<file path="config.mk">
export PLATFORM = sky130hd
export DESIGN_NAME = ifu_fetch_ctrl
export DESIGN_NICKNAME = d
export VERILOG_FILES = /design/src/rtl/ifu_fetch_ctrl.sv
export SDC_FILE = /design/constraint.sdc
export NUM_CORES = 1
export LEC_CHECK = 0
export BUFFER_PORTS_ARGS = -buffer_cell sky130_fd_sc_hd__buf_2
export CAP_MARGIN = 40
export CORE_MARGIN = 5
export CORE_UTILIZATION = 32
export CTS_BUF_LIST = sky130_fd_sc_hd__clkbuf_4
export DETAILED_ROUTE_END_ITERATION = 16
export PLACE_DENSITY_LB_ADDON = 0.3
export SETUP_SLACK_MARGIN = 0.4
export SLEW_MARGIN = 20
export SYNTH_ARGS = -nofsm -noshare
export SYNTH_HDL_FRONTEND = slang
export SYNTH_SLANG_ARGS = --single-unit
</file>
<file path="constraint.sdc">
create_clock -name clk -period 2.7 [get_ports clk]
set_input_delay 0.135 -clock clk [delete_from_list [all_inputs] [get_ports clk]]
set_output_delay 0.135 -clock clk [all_outputs]
set_load 0.01 [all_outputs]
</file>
<file path="src/rtl/ifu_fetch_ctrl.sv">
// ============================================================================
// Module   : ifu_fetch_ctrl
// Purpose  : IFU fetch controller: PC owner, 2-entry {pc, instr} queue to decode
// Revision : 1.0 - initial release
// ============================================================================
`default_nettype none

module ifu_fetch_ctrl #(
    parameter logic [31:0] RESET_PC    = 32'h0000_0000,
    parameter int unsigned IMEM_BYTES  = 32,
    parameter int unsigned BOOT_CYCLES = 2,
    parameter bit          WRAP_EN     = 1'b1
) (
    input  logic        clk,
    input  logic        reset_n,
    output logic [31:0] imem_pc,
    input  logic [31:0] imem_instr,
    input  logic        redirect_valid,
    input  logic [31:0] redirect_pc,
    output logic        id_valid,
    input  logic        id_ready,
    output logic [31:0] id_instr,
    output logic [31:0] id_pc,
    output logic        halted,
    output logic        fetch_err
);

    localparam logic [32:0] C_IMEM_BYTES = 33'(IMEM_BYTES);
    localparam logic [3:0]  C_BOOT_LAST  = 4'(BOOT_CYCLES - 1);

    typedef enum logic [1:0] {
        ST_BOOT  = 2'd0,
        ST_FETCH = 2'd1,
        ST_HALT  = 2'd2
    } state_t;

    state_t            state_q, state_d;
    logic [3:0]        boot_cnt_q, boot_cnt_d;
    logic [31:0]       pc_q, pc_d;
    logic [1:0][31:0]  ent_pc_q, ent_pc_d;
    logic [1:0][31:0]  ent_instr_q, ent_instr_d;
    logic              head_q, head_d;
    logic [1:0]        count_q, count_d;
    logic              halted_q, halted_d;
    logic              fetch_err_q, fetch_err_d;

    logic              w_pop;
    logic              w_push;
    logic              w_redir;
    logic              w_redir_legal;
    logic              w_tail;
    logic [32:0]       w_pc_plus4;

    always_comb begin
        state_d     = state_q;
        boot_cnt_d  = boot_cnt_q;
        pc_d        = pc_q;
        ent_pc_d    = ent_pc_q;
        ent_instr_d = ent_instr_q;
        head_d      = head_q;
        count_d     = count_q;
        halted_d    = halted_q;
        fetch_err_d = fetch_err_q;

        w_pop         = (count_q != 2'd0) && id_ready;
        w_push        = (state_q == ST_FETCH) && !redirect_valid && (count_q != 2'd2);
        w_redir       = redirect_valid && (state_q != ST_BOOT) && !fetch_err_q;
        w_redir_legal = (redirect_pc[1:0] == 2'b00) && ({1'b0, redirect_pc} < C_IMEM_BYTES);
        w_tail        = head_q ^ count_q[0];
        w_pc_plus4    = {1'b0, pc_q} + 33'd4;

        if (state_q == ST_BOOT) begin
            boot_cnt_d = boot_cnt_q + 4'd1;
            if (boot_cnt_q == C_BOOT_LAST) begin
                state_d = ST_FETCH;
            end
        end

        if (w_pop) begin
            head_d = ~head_q;
        end

        if (w_push) begin
            ent_pc_d[w_tail]    = pc_q;
            ent_instr_d[w_tail] = imem_instr;
            if (w_pc_plus4 < C_IMEM_BYTES) begin
                pc_d = w_pc_plus4[31:0];
            end else if (WRAP_EN) begin
                pc_d = 32'h0000_0000;
            end else begin
                state_d  = ST_HALT;
                halted_d = 1'b1;
            end
        end

        count_d = count_q + {1'b0, w_push} - {1'b0, w_pop};

        // Redirect wins over push; a same-cycle pop has already advanced the head.
        if (w_redir) begin
            count_d = 2'd0;
            if (w_redir_legal) begin
                pc_d     = redirect_pc;
                state_d  = ST_FETCH;
                halted_d = 1'b0;
            end else begin
                fetch_err_d = 1'b1;
                halted_d    = 1'b1;
                state_d     = ST_HALT;
            end
        end
    end

    always_ff @(posedge clk or negedge reset_n) begin
        if (!reset_n) begin
            state_q     <= ST_BOOT;
            boot_cnt_q  <= 4'd0;
            pc_q        <= RESET_PC;
            ent_pc_q    <= '0;
            ent_instr_q <= '0;
            head_q      <= 1'b0;
            count_q     <= 2'd0;
            halted_q    <= 1'b0;
            fetch_err_q <= 1'b0;
        end else begin
            state_q     <= state_d;
            boot_cnt_q  <= boot_cnt_d;
            pc_q        <= pc_d;
            ent_pc_q    <= ent_pc_d;
            ent_instr_q <= ent_instr_d;
            head_q      <= head_d;
            count_q     <= count_d;
            halted_q    <= halted_d;
            fetch_err_q <= fetch_err_d;
        end
    end

    assign imem_pc   = pc_q;
    assign id_valid  = (count_q != 2'd0);
    assign id_instr  = ent_instr_q[head_q];
    assign id_pc     = ent_pc_q[head_q];
    assign halted    = halted_q;
    assign fetch_err = fetch_err_q;

endmodule

`default_nettype wire

</file>
[Word level (Yosys, flattened, before mapping)]
Index checks and enable logic that the tools add are counted.
Cells by class
  equal/unequal tests: 3
  bitwise operators: 3
  reductions and logical operators: 17
  multiplexer cells: 18
  $lt $le $gt $ge: 5
  $add $sub $neg: 4
Operator list (count)
  $mux W32: 9
  $bwmux W64: 2
  $add A32 B3 Y33 const B: 1
  $lt A33 B6 Y1 const B: 1
  $demux W32 S1: 1
  $lt A32 B6 Y1 const B: 1
  $mux W2: 5
  $reduce_bool A2 Y1: 4
  $logic_and A1 B1 Y1: 7
  $add A4 B1 Y4 const B: 1
  $eq A4 B1 Y1 const B: 1
  $logic_not A2 Y1: 2
  $lt A1 B2 Y1 const B: 2
  $reduce_and A2 Y1: 2
  $add A2 B1 Y2: 1
  $eq A2 B1 Y1 const B: 1
  $logic_not A1 Y1: 2
  $ne A2 B2 Y1 const B: 1
  $not A1 Y1: 2
  $sub A2 B1 Y2: 1
  $ge A1 B1 Y1 const B: 1
  $mux W1: 1
  $xor A1 B1 Y1: 1
Word-level totals
  output and inout port bits: 99
  bits of input ports: 68
  logic and storage cells: 61
  register bits after elaboration: 171

[Logic depth before layout (Yosys ltp)]
Gate-level depths: netlist (run 1).
  depth in word-level cells: 6
  gate-level depth with buffers: 12
  mapped depth without buffers: 9

[Worst setup path after synthesis (run 1)]
Ideal clock, no wire load.
  kind: reg2reg
  start: register pc_q[5] (netlist: imem_pc[5])
  end: register pc_q[18] (netlist: imem_pc[18])
  stages on the path, launching flop included: 13
  clock period less this slack: 2.957 ns
  library setup time: 0.069 ns
  arrival: 2.888 ns
  required time: 2.631 ns
  slack: -0.257 ns
  cell sequence: dfrtp_1 -> buf_4 -> nand4_2 -> or4_1 -> buf_4 -> nor4_1 -> mux2_1 -> a211oi_1 -> nand4_2 -> a21o_1 -> buf_6 -> buf_12 -> nor2_4
On the way
  word-level cells in the longest chain between the ends: 6
RTL lines
  start: declaration: RTL line 39  | logic [31:0] pc_q, pc_d;
  start signal: assignment: RTL line 127  | pc_q <= pc_d;
  $add A32 B3 Y33 (*): RTL line 70  | w_pc_plus4 = {1'b0, pc_q} + 33'd4;
  $lt A33 B6 Y1: RTL line 86  | if (w_pc_plus4 < C_IMEM_BYTES) begin
  $mux W32 (*): RTL line 86
  $mux W32 (*): RTL line 83  | if (w_push) begin
  $mux W32: RTL line 101  | if (w_redir_legal) begin
  $mux W32 (*): RTL line 99  | if (w_redir) begin
  via pc_d[18]: RTL line 39
The timed path passes the listed nets; every way through them passes the cells marked *.
A chain may end at the register's enable or synchronous reset.

[Worst setup path after layout (run 1)]
  start: register pc_q[10] (netlist: imem_pc[10])
  end: register pc_q[8] (netlist: imem_pc[8])
On the way
  word-level cells in the longest chain between the ends: 6
RTL lines (RTL line)
  $add A32 B3 Y33 (*): 70
  $lt A33 B6 Y1 (*): 86
  $mux W32 (*): 86
  $mux W32 (*): 83
  $mux W32: 101
  $mux W32 (*): 99
  via pc_d[8]: 39
Marks and branches as above.

==> results of run 1 <==
-- per-stage QoR --
step,setup WS (ns),area [sq um],cells,setup TNS [ns],power [W]
3_5_place_dp,0.0831,9730,1151,0,0.00604
2_1_floorplan,0.0474,8260,657,0,0.00507
5_1_grt,-0.0465,10900,1253,-0.477,0.00819
6_report,0.0609,10900,1253,0,0.00767
3_3_place_gp,0.137,9710,1150,0,0.00595
4_1_cts,0.142,10600,1232,0,0.00776
-- how the worst max path moves through the flow --
stage	startpoint	endpoint	cells past startpoint
global placement	imem_pc[2]$_DFF_PN0_	imem_pc[17]$_DFF_PN0_	10
CTS	imem_pc[13]$_DFF_PN0_	imem_pc[8]$_DFF_PN0_	10
floorplan	imem_pc[14]$_DFF_PN0_	imem_pc[18]$_DFF_PN0_	12
detailed placement	imem_pc[2]$_DFF_PN0_	imem_pc[12]$_DFF_PN0_	10
finish	imem_pc[10]$_DFF_PN0_	imem_pc[8]$_DFF_PN0_	11
global route	imem_pc[9]$_DFF_PN0_	imem_pc[8]$_DFF_PN0_	11
-- cell usage after synthesis, types with 3 or more instances --
cell        n  share of area (%)
nor3_1      6               0.37
nand2b_1    3               0.23
nand4_1    13               0.99
or3_1       5               0.38
nor2b_1     3               0.23
ha_1        5               0.76
xor2_1     14                1.5
nor2_1     34                1.6
nor2_2      3               0.23
buf_4       3               0.27
o21ai_0    12               0.73
dfrtp_1   171                 52
mux2_2    173                 24
a211oi_1    5               0.46
and2_1     14                1.1
nand2_1    28                1.3
nand3_1     9               0.55
clkbuf_1   24                1.1
buf_2       9               0.55
mux2_1     13                1.8
a21oi_1     5               0.30
buf_1      14               0.64
xnor2_1    12                1.3
and3_1      7               0.53
nor4_1     11               0.84
inv_1       6               0.27
and4_1      5               0.53
nor2_4      8                1.1
-- area by class of cell --
type	instances	share of cell area, %
Clock inverter	13	1.19
Antenna cell	1	0.0229
Clock buffer	19	1.31
Inverter	7	0.241
Sequential cell	171	39.2
Tap cell	330	3.78
Multi-Input combinational cell	427	35.6
Timing Repair Buffer	285	18.6
-- power groups by stage --
stage	registers [W]	logic, W	clock network [W]
after floorplan	0.00346	0.00161	0
after global placement	0.00350	0.00246	0
after detailed placement	0.00352	0.00252	0
after CTS	0.00347	0.00268	0.00160
after global routing	0.00355	0.00295	0.00168
final	0.00348	0.00270	0.00150
-- timing repair --
| action | 4_1_cts | 5_1_grt |
|---|---|---|
| pin swaps | 7 | 20 |
| gates cloned | 1 | 3 |
| gates resized for setup | 18 | 31 |
| hold buffers | 44 | 0 |
| buffers inserted | 4 | 17 |
| endpoints found under the hold margin | 205 | 0 |
| endpoints found under the setup margin | 68 | 32 |
-- kinds of logic after synthesis --
kind of cell,synth area share (%)
buffers and inverters,3.26
DFF,52.1
muxes,25.7
xor gates and xnor gates,2.77
adders and majority gates,0.761
AOI/OAI and AO/OA,3.47
and+or+nand+nor,12.0
-- routing by layer --
metal | vias up | track usage, % | share of wire [%]
met5 | - | 0 | 0.062
li1 | 2850 | - | -
met2 | 137 | 23.2 | 47
met1 | 2965 | 19.2 | 46
met4 | 2 | 4.03 | 1.4
met3 | 20 | 3.30 | 4.7
-- cells in the final DEF, fill, tap and decap left out, types with 3 or more instances in the layout --
master / n
a211oi_1: 3
a21oi_1: 4
a21oi_2: 3
and2_1: 14
and3_1: 7
and4_1: 5
buf_12: 6
buf_2: 165
buf_4: 55
buf_6: 9
clkbuf_4: 19
dfrtp_1: 167
dfrtp_2: 3
dlygate4sd3_1: 44
ha_1: 4
inv_1: 6
inv_6: 6
mux2_1: 12
mux2_2: 172
nand2_1: 27
nand2b_1: 3
nand3_1: 6
nand3_2: 3
nand4_1: 13
nor2_1: 26
nor2_2: 6
nor2_4: 13
nor2b_1: 3
nor3_1: 6
nor4_1: 9
nor4_4: 3
o21ai_0: 12
or3_1: 4
xnor2_1: 12
xor2_1: 14
-- flip-flops by register name (all words and copies together), names as in the netlist --
name / count
state_q: 2
imem_pc: 32
count_q: 2
boot_cnt_q: 4
ent_pc_q: 64
fetch_err: 1
head_q: 1
halted: 1
ent_instr_q: 64
==> key figures, run 1 <==
Timing
  – Skew final: 0.0260 ns
  – Worst-Margin Slew: 0.563 ns
  – Max_slew headroom: 62.5%
  – Final hold vios: 0
  – Min Hold Slack: about 0.089 ns
  – RSZ-0062 raised after global routing: true
  – Final setup violation count: 0
  – Fin. max-slew vios: 0
  – Fin crit share: a little under 100%
  – Post-layout min period: 2.64 ns
  – Max Freq: 379 MHz

Global routing
  – GRT Total Usage: 14.3%
  – Initial antenna violation count: 2
  – Vias in the first global route: 6194
  – Largest net degree at the start of global routing: 61
  – Grt ovf: 0
  – Global-route wire length before repair: around 33 mm

Critical path
  – CP Capture Type: flip-flop
  – Slowest-stage cell, CP: dfrtp_1
  – Critical path arrival: about 3.1 ns
  – Cell Chain, Critical Path: buf_6, nand4_1, buf_4, or3_4, nor3_2, o2111ai_1, a21oi_2, nand4_4, a21o_4, clkbuf_16, nor2_4
  – Worst r2r src: imem_pc[10]$_DFF_PN0_
  – R2r worst-path depth: 11
  – Data required, critical path: 3.20 ns
  – Worst Path Buf+Inv: 3
  – Crit Path Max Fanout: 7
  – Reg2reg setup slack: 0.06 ns
  – Delay-heaviest family, CP: simple AND/OR/NAND/NOR gates
  – Slowest stage delay, CP: approximately 0.38 ns
  – CP Launch Type: flip-flop
  – Critical path class: flip-flop to flip-flop
  – Reg-to-reg endpoint: imem_pc[8]$_DFF_PN0_

Power and ir drop
  – Power density cells: 703 mW/mm^2
  – Switching share of power: 33.2%
  – Logic gate share of total power: 35.2%
  – Clock share of power: 19.6%
  – Static Leakage: about 5.4 nW
  – Worst vdd ir: 0.434 mV
  – Int Power: 0.00513 W
  – Net switching power: 0.00255 W
  – Sequential Power Share: between 40% and 50%

Place
  – IO buf count: 166
  – Hpwl dp: around 14 mm
  – Placer congestion estimate: between 0.8 and 0.9

CTS
  – Clock transition at the registers of the reported paths: 0.17 ns
  – Htree depth: 4
  – Clock root buffer: clkbuf_4
  – CTS tree: yes
  – Clock sink count: 171
  – Clk_lat worst skew: 0.57 ns
  – Max Buffers Root-to-Sink: 2
  – CTS buffer count: 17

Floorplan
  – Row count: 58
  – Die width: about 170 um
  – Boundary Pins: 167
  – Die ar.: 0.0290 sq mm
  – Core Box Area: 0.0253 sq mm
  – Starting Density: 32.5%
  – Die H: between 150 and 200 um

Detailed routing
  – # DRC: 0
  – ANT nets after route: 0
  – Iter 0 DRT Violations: 225
  – Routed via count: 5974
  – Drt first pass iters: 4
  – Final wirelength: 20.8 mm
  – Vias per inst: 4.77
  – Mean routed wirelength per cell: approximately 17 um

Synthesis
  – Netlist Area Pre-Place: about 0.008 sq mm
  – Sequential area share after synthesis: 52.1%
  – Most used DFF post-synth: dfrtp_1
  – Post-Syn Instances: 657
  – Cell variety after synth: 59
  – Async SR Flop Fraction: between 90% and 100%
  – Post-synth EDFFs: 0
  – Syn. warnings: 0
  – #FFs+latches synth: 171
  – Post-Syn Area per Cell: 12.5 sq um
  – Synth Net Count: 730

Finish
  – Final Util: 43.3%
  – Multi-input gate area: slightly below 0.004 sq mm
  – Register area: 0.00429 sq mm
  – Number of fill cells: 2412
  – Share of cells above drive strength 1: around 54%
  – Area delta synth->final: 32.9%
  – Fin nets: 982

Outcome
  – Outcome: finished, final reports clean

Job
  – Maxcap violations: 0

Min path
  – Worst hold path class: input pin to async pin
(Power assumes the default switching activity.)
==> run 2, diff against run 1 <==
Settings changed: BUFFER_PORTS_ARGS -buffer_cell sky130_fd_sc_hd__buf_2 to -buffer_cell sky130_fd_sc_hd__clkbuf_2, CORE_UTILIZATION 32 to 52, HOLD_SLACK_MARGIN set to 0.06.
==> run 2 against run 1 <==
  * Non-clock buffer count decreased by 23
  * Count of clock-buffer cells in the layout decreased by 1
  * Via count is 0.69% higher
  * Combinational power is 3% lower
  * Critical path depth is the same
==> key figures, run 2 (synthesis gave the netlist of run 1 again) <==
Critical path
  – Data required, critical path: 3.21 ns (about the same)
  – Critical path origin: imem_pc[8]$_DFF_PN0_
  – Reg2reg setup slack: 0.08 ns (+0.02 ns)
  – Critical path class: flip-flop to flip-flop
  – Worst r2r src: imem_pc[8]$_DFF_PN0_
  – Crit Path Max Fanout: 5 (-2)
  – CP Capture Type: flip-flop
  – Critical path arrival: 3.13 ns (about the same)
  – Reg-to-reg endpoint: imem_pc[3]$_DFF_PN0_
  – R2r worst-path depth: 11 (unchanged)
  – CP Launch Type: flip-flop

Floorplan
  – Die ar.: 0.0184 sq mm (-36%)
  – Core Box Area: 0.0157 sq mm (-38%)
  – Starting Density: 52.3% (+20 points)
  – Boundary Pins: 167 (unchanged)
  – Die width: 136 um (-20%)
  – Die H: 136 um (-20%)
  – Row count: 46 (-21%)

Min path
  – Worst hold path class: input pin to async pin

Finish
  – Final Cell Area: 0.0105 sq mm (-3.5%)
  – Most common cell after layout, fill and taps aside: mux2_2
  – Share of cells above drive strength 1: 53.1% (-1.3 points)
  – Final Util: 67.1% (+24 points)
  – Commonest non-fill, non-tap cells in the layout: mux2_2 (172), dfrtp_1 (167), clkbuf_2 (165)
  – Fin nets: 959 (-2.3%)
  – Diode count: 0 (-1)
  – Area delta synth->final: 28.2%

Timing
  – Total negative setup slack: 0 ns (unchanged)
  – Max Freq: 382 MHz (+0.88%)
  – Worst-Margin Slew: 0.747 ns (+0.184 ns)
  – Skew final: 0.0202 ns (-0.00584 ns)
  – Fin crit share: 96.9% (-0.86 points)
  – Fin. max-slew vios: 0 (unchanged)
  – Min Hold Slack: 0.104 ns (+0.0146 ns)
  – Max_slew headroom: 50.0% (-12 points)
  – Final setup violation count: 0 (unchanged)
  – RSZ-0062 raised after global routing: true
  – Final hold vios: 0 (unchanged)
  – Post-layout min period: 2.62 ns (-0.0231 ns)

Global routing
  – Initial antenna violation count: 0 (-2)
  – Largest net degree at the start of global routing: 73 (+20%)
  – Grt ovf: 0 (unchanged)
  – Vias in the first global route: 6334 (+2.3%)
  – GRT Total Usage: 21.4% (+7.2 points)
  – Global-route wire length before repair: 31.4 mm (-5.4%)

Detailed routing
  – Final wirelength: 19.3 mm (-7.0%)
  – Drt first pass iters: 6 (+2)
  – Iter 0 DRT Violations: 237 (+5.3%)
  – Mean routed wirelength per cell: 17.4 um (+4.5%)
  – Routed via count: 6015 (+0.69%)
  – Vias per inst: 5.39 (+13%)
  – # DRC: 0 (unchanged)
  – ANT nets after route: 0 (unchanged)

CTS
  – Clk_lat worst skew: 0.57 ns (about the same)
  – Clock transition at the registers of the reported paths: 0.15 ns (-0.02 ns)
  – Clock sink count: 171 (unchanged)
  – Htree depth: 4 (unchanged)
  – Clock root buffer: clkbuf_4
  – CTS buffer count: 17 (unchanged)
  – CTS tree: yes
  – Max Buffers Root-to-Sink: 2 (unchanged)

Job
  – Maxcap violations: 0 (unchanged)

Place
  – Hpwl dp: 13.4 mm (-3.3%)
  – Placer congestion estimate: 0.859 (+7.1%)
  – IO buf count: 166 (unchanged)
  – Placed Instance Area: 0.00953 sq mm (-2.1%)

Power and ir drop
  – Power density cells: 716 mW/mm^2 (+1.8%)
  – Worst vdd ir: 0.422 mV (-2.7%)
  – Static Leakage: 5.24 nW (-3.1%)

Outcome
  – Outcome: finished, final reports clean
-- run 2: cell count changes in the layout (fill, tap and decap cells not counted), moves of 3 or more --
| cell | before | now |
|---|---|---|
| nor2_2 | 6 | 3 |
| buf_2 | 165 | 0 |
| clkinv_4 | 1 | 4 |
| buf_4 | 55 | 36 |
| clkbuf_2 | 0 | 165 |
| buf_12 | 6 | 9 |
| nor2_4 | 13 | 16 |
-- run 2: cell type report --
type                    count  area [sq um]
fillers                  1170          5170
flip-flops and latches    171          4290
multi-input cells         427          3880
repair buffers            262          1810
well taps                 216           270
clock inverters            14           138
clock buffers              18           135
inverters                   7          26.3
-- run 2: per-layer routing --
layer,GRT usage (%),vias up,part of all wire [%],wire (um)
met2,37.5,157,52,10000
met4,6.89,0,1.8,340
met5,0,-,0,0
met1,26.5,3018,42,8060
li1,-,2808,-,-
met3,4.64,32,4.9,941
-- run 2: stage by stage --
step,worst slack (ns),std cells,power (W)
floorplan,0.0474,657,0.00507
global route,-0.0790,1115,0.00801
finish,0.0840,1115,0.00754
detailed placement,0.0616,1030,0.00602
CTS,0.202,1112,0.00756
global placement,0.129,1029,0.00586
-- run 2: repair_timing --
action,in CTS,in global routing
pin swaps,6,8
setup endpoints to repair,55,66
endpoints found under the hold margin,242,0
resized for setup,15,34
setup buffers,5,3
gates cloned,0,0
hold buffers,45,0
-- run 2: worst max-delay path, cell delays in order (launching register included) --
cell     delay, ns
dfrtp_1       0.42
nand3_2       0.08
or4_4         0.60
buf_6         0.16
o21ai_1       0.12
nand3_1       0.10
nor4_2        0.31
nand4_2       0.17
buf_4         0.17
buf_6         0.11
o21ai_2       0.14
mux2_4        0.16
-- run 2: worst max-delay path by stage --
stage	end	slack (ns)	cells after the start
3_5_place_dp	imem_pc[17]$_DFF_PN0_	0.06	10
3_3_place_gp	imem_pc[18]$_DFF_PN0_	0.13	9
2_1_floorplan	imem_pc[18]$_DFF_PN0_	0.05	12
5_1_grt	imem_pc[3]$_DFF_PN0_	-0.08	12
6_report	imem_pc[3]$_DFF_PN0_	0.08	11
4_1_cts	imem_pc[17]$_DFF_PN0_	0.20	10
-- run 2: power breakdown --
part | total, W | switching [W] | internal [W]
Combinational | 0.00263 | 0.00123 | 0.00140
Sequential | 0.00349 | 0.000337 | 0.00315
Clock | 0.00142 | 0.000928 | 0.000492
Total | 0.00754 | 0.00250 | 0.00505
==> run 3, diff against run 2 <==
--- a/config.mk
+++ b/config.mk
@@ -13,6 +13,7 @@
 export DETAILED_ROUTE_END_ITERATION = 16
 export HOLD_SLACK_MARGIN = 0.06
-export PLACE_DENSITY_LB_ADDON = 0.3
+export PLACE_DENSITY = 0.89
 export SETUP_SLACK_MARGIN = 0.4
+export SKIP_LAST_GASP = 1
 export SLEW_MARGIN = 20
 export SYNTH_ARGS = -nofsm -noshare
==> constraint.sdc (replaced) <==
create_clock -name clk -period 2.7 [get_ports clk]
set_input_delay 0 -clock clk [delete_from_list [all_inputs] [get_ports clk]]
set_output_delay 0 -clock clk [all_outputs]
set_load 0.01 [all_outputs]
==> run 3 against run 2 <==
  * Clock power down 7%
  * Combinational power about the same
  * Register-to-register slack about the same
  * Global-route usage up 0.46 points
  * Via count up 1.3%
  * Utilization up 0.072 points
  * Total power down 1.1%
  * Critical path depth down 1
  * Design area up 0.11%
  * Count of clock-buffer cells in the layout unchanged
  * Clock skew up 0.0078 ns
  * Critical endpoint is now imem_pc[16]$_DFF_PN0_
  * Largest cell class unchanged
  * Largest power group unchanged
==> key figures, run 3 (synthesis gave the netlist of run 1 again) <==
Power and ir drop
  – Worst vdd ir: 0.351 mV (-17%)
  – Power density cells: 707 mW/mm^2 (-1.3%)
  – Static Leakage: 5.25 nW (+0.13%)

Timing
  – Worst-Margin Slew: 0.734 ns (-0.0126 ns)
  – Min Hold Slack: 0.184 ns (+0.0805 ns)
  – Final setup violation count: 0 (unchanged)
  – Max Freq: 381 MHz (-0.24%)
  – Total negative setup slack: 0 ns (unchanged)
  – Fin crit share: 97.1% (+0.23 points)
  – Setup slack after layout: 0.0777 ns (-0.00633 ns)
  – Post-layout min period: 2.62 ns (+0.00633 ns)
  – Final hold vios: 0 (unchanged)
  – RSZ-0062 raised after global routing: true
  – Fin. max-slew vios: 0 (unchanged)
  – Skew final: 0.0279 ns (+0.00776 ns)
  – Max_slew headroom: 51.0% (+1.0 points)

CTS
  – Clock transition at the registers of the reported paths: 0.15 ns (about the same)
  – CTS tree: yes
  – Max Buffers Root-to-Sink: 2 (unchanged)
  – Clk_lat worst skew: 0.57 ns (about the same)
  – CTS buffer count: 17 (unchanged)
  – Clock root buffer: clkbuf_4
  – Htree depth: 4 (unchanged)
  – Clock sink count: 171 (unchanged)

Finish
  – Number of fill cells: 1134 (-3.1%)
  – Area delta synth->final: 28.4%
  – Post-Layout Cell Count: 1125 (+0.90%)
  – Fin nets: 969 (+1.0%)
  – Share of cells above drive strength 1: 52.8% (-0.25 points)
  – Diode count: 0 (unchanged)
  – Final Util: 67.2% (+0.072 points)
  – Commonest non-fill, non-tap cells in the layout: mux2_2 (172), dfrtp_1 (168), clkbuf_2 (165)
  – Most common cell after layout, fill and taps aside: mux2_2

Detailed routing
  – Drt first pass iters: 4 (-2)
  – Mean routed wirelength per cell: 17.9 um (+3.3%)
  – Routed wl met2: 10.2 mm (+2.2%)
  – Vias per inst: 5.42 (+0.40%)
  – Routed via count: 6093 (+1.3%)
  – Iter 0 DRT Violations: 333 (+41%)
  – DRT met1 WL: 8.43 mm (+4.7%)
  – Top layer in use: met4
  – # DRC: 0 (unchanged)
  – ANT nets after route: 0 (unchanged)
  – Met3 wire len: 1.05 mm (+12%)
  – Final wirelength: 20.2 mm (+4.2%)

Floorplan
  – Die width: 136 um (unchanged)
  – Die H: 136 um (unchanged)
  – Row count: 46 (unchanged)
  – Boundary Pins: 167 (unchanged)
  – Die ar.: 0.0184 sq mm (unchanged)
  – Starting Density: 52.3% (unchanged)
  – Core Box Area: 0.0157 sq mm (unchanged)

Global routing
  – Initial antenna violation count: 0 (unchanged)
  – Vias in the first global route: 6426 (+1.5%)
  – Global-route wire length before repair: 32.2 mm (+2.3%)
  – GRT Total Usage: 21.9% (+0.46 points)
  – Grt ovf: 0 (unchanged)
  – Largest net degree at the start of global routing: 82 (+12%)

Critical path
  – CP Launch Type: flip-flop
  – Critical path arrival: 3.11 ns (-0.02 ns)
  – Cell Chain, Critical Path: buf_6, nand2_1, or4_4, o311ai_4, nand3_2, nor4_4, nand4_2, a21o_4, buf_12, nor2_1
  – CP Capture Type: flip-flop
  – Slowest-stage cell, CP: or4_4
  – Critical path class: flip-flop to flip-flop
  – Slowest stage delay, CP: 0.56 ns (-0.04 ns)
  – Data required, critical path: 3.18 ns (-0.03 ns)
  – Crit Path Max Fanout: 6 (+1)

Outcome
  – Outcome: finished, final reports clean

Place
  – Placer congestion estimate: 0.893 (+3.9%)
  – DP Worst Slack: 0.0725 ns (+0.0109 ns)
  – Placed Cells: 1032 (+0.19%)
  – Hpwl dp: 13.1 mm (-2.2%)
  – IO buf count: 166 (unchanged)

Job
  – Maxcap violations: 0 (unchanged)

Min path
  – Worst hold path class: input pin to flip-flop
run 3: cell count changes in the layout (fill, tap and decap cells not counted), sizes merged:
cell	delta
buf	+8
bufinv	-1
clkbuf	+1
clkinv	-2
clkinvlp	+4
dlygate4sd3	+1
inv	-1
run 3: layout make-up:
type	count	area, sq um	area share, %
clock buffer	18	135	1.28
clock inverter	14	115	1.09
inverter	7	26.3	0.249
multi-input combinational	427	3850	36.5
sequential	171	4280	40.6
tap	216	270	2.56
timing repair buffer	272	1870	17.7
run 3: critical path: cells and delay by family (launching register included):
kind	cells	cell delay, ns
and+or+nand+nor	6	1.42
AOI/OAI and AO/OA	2	0.38
buffers and inverters	2	0.27
DFF	1	0.46
run 3: final timing paths:
| check | startpoint | endpoint | slack (ns) | cells after the start |
|---|---|---|---|---|
| setup reg to reg | imem_pc[5]$_DFF_PN0_ | imem_pc[16]$_DFF_PN0_ | 0.08 | 10 |
| hold reg to reg | ent_pc_q[32]$_DFFE_PN0P_ | ent_pc_q[32]$_DFFE_PN0P_ | 0.49 | 2 |
| max in group asynchronous | reset_n | imem_pc[17]$_DFF_PN0_ | 1.40 | 4 |
| min in group asynchronous | reset_n | ent_instr_q[20]$_DFFE_PN0P_ | 0.56 | 3 |
| hold / removal | redirect_pc[30] | halted$_DFFE_PN0P_ | 0.18 | 6 |
| setup / recovery | imem_pc[5]$_DFF_PN0_ | imem_pc[16]$_DFF_PN0_ | 0.08 | 10 |
run 3: routing by layer:
metal | vias up | GRT usage, %
met5 | - | 0
met4 | 0 | 8.23
met3 | 39 | 5.31
met2 | 188 | 37.3
met1 | 3042 | 27.1
li1 | 2824 | -
run 3: per-stage QoR:
stage	area (sq um)	power, W
after global placement	9500	0.00587
after detailed placement	9520	0.00601
after floorplan	8260	0.00507
after CTS	10400	0.00743
after global routing	10600	0.00788
final	10600	0.00746
run 3: what timing repair did:
item | in CTS | in global routing
setup buffers | 10 | 5
endpoints found under the setup margin | 21 | 32
cloned | 0 | 1
pin swaps | 7 | 5
hold buffers | 45 | 0
endpoints found under the hold margin | 245 | 0
resized for setup | 20 | 20
run 3: report_power, final:
part	internal [W]	total (W)	switching, W
combinational	0.00139	0.00263	0.00125
clock	0.000393	0.00132	0.000930
sequential	0.00315	0.00350	0.000351
total	0.00493	0.00746	0.00253
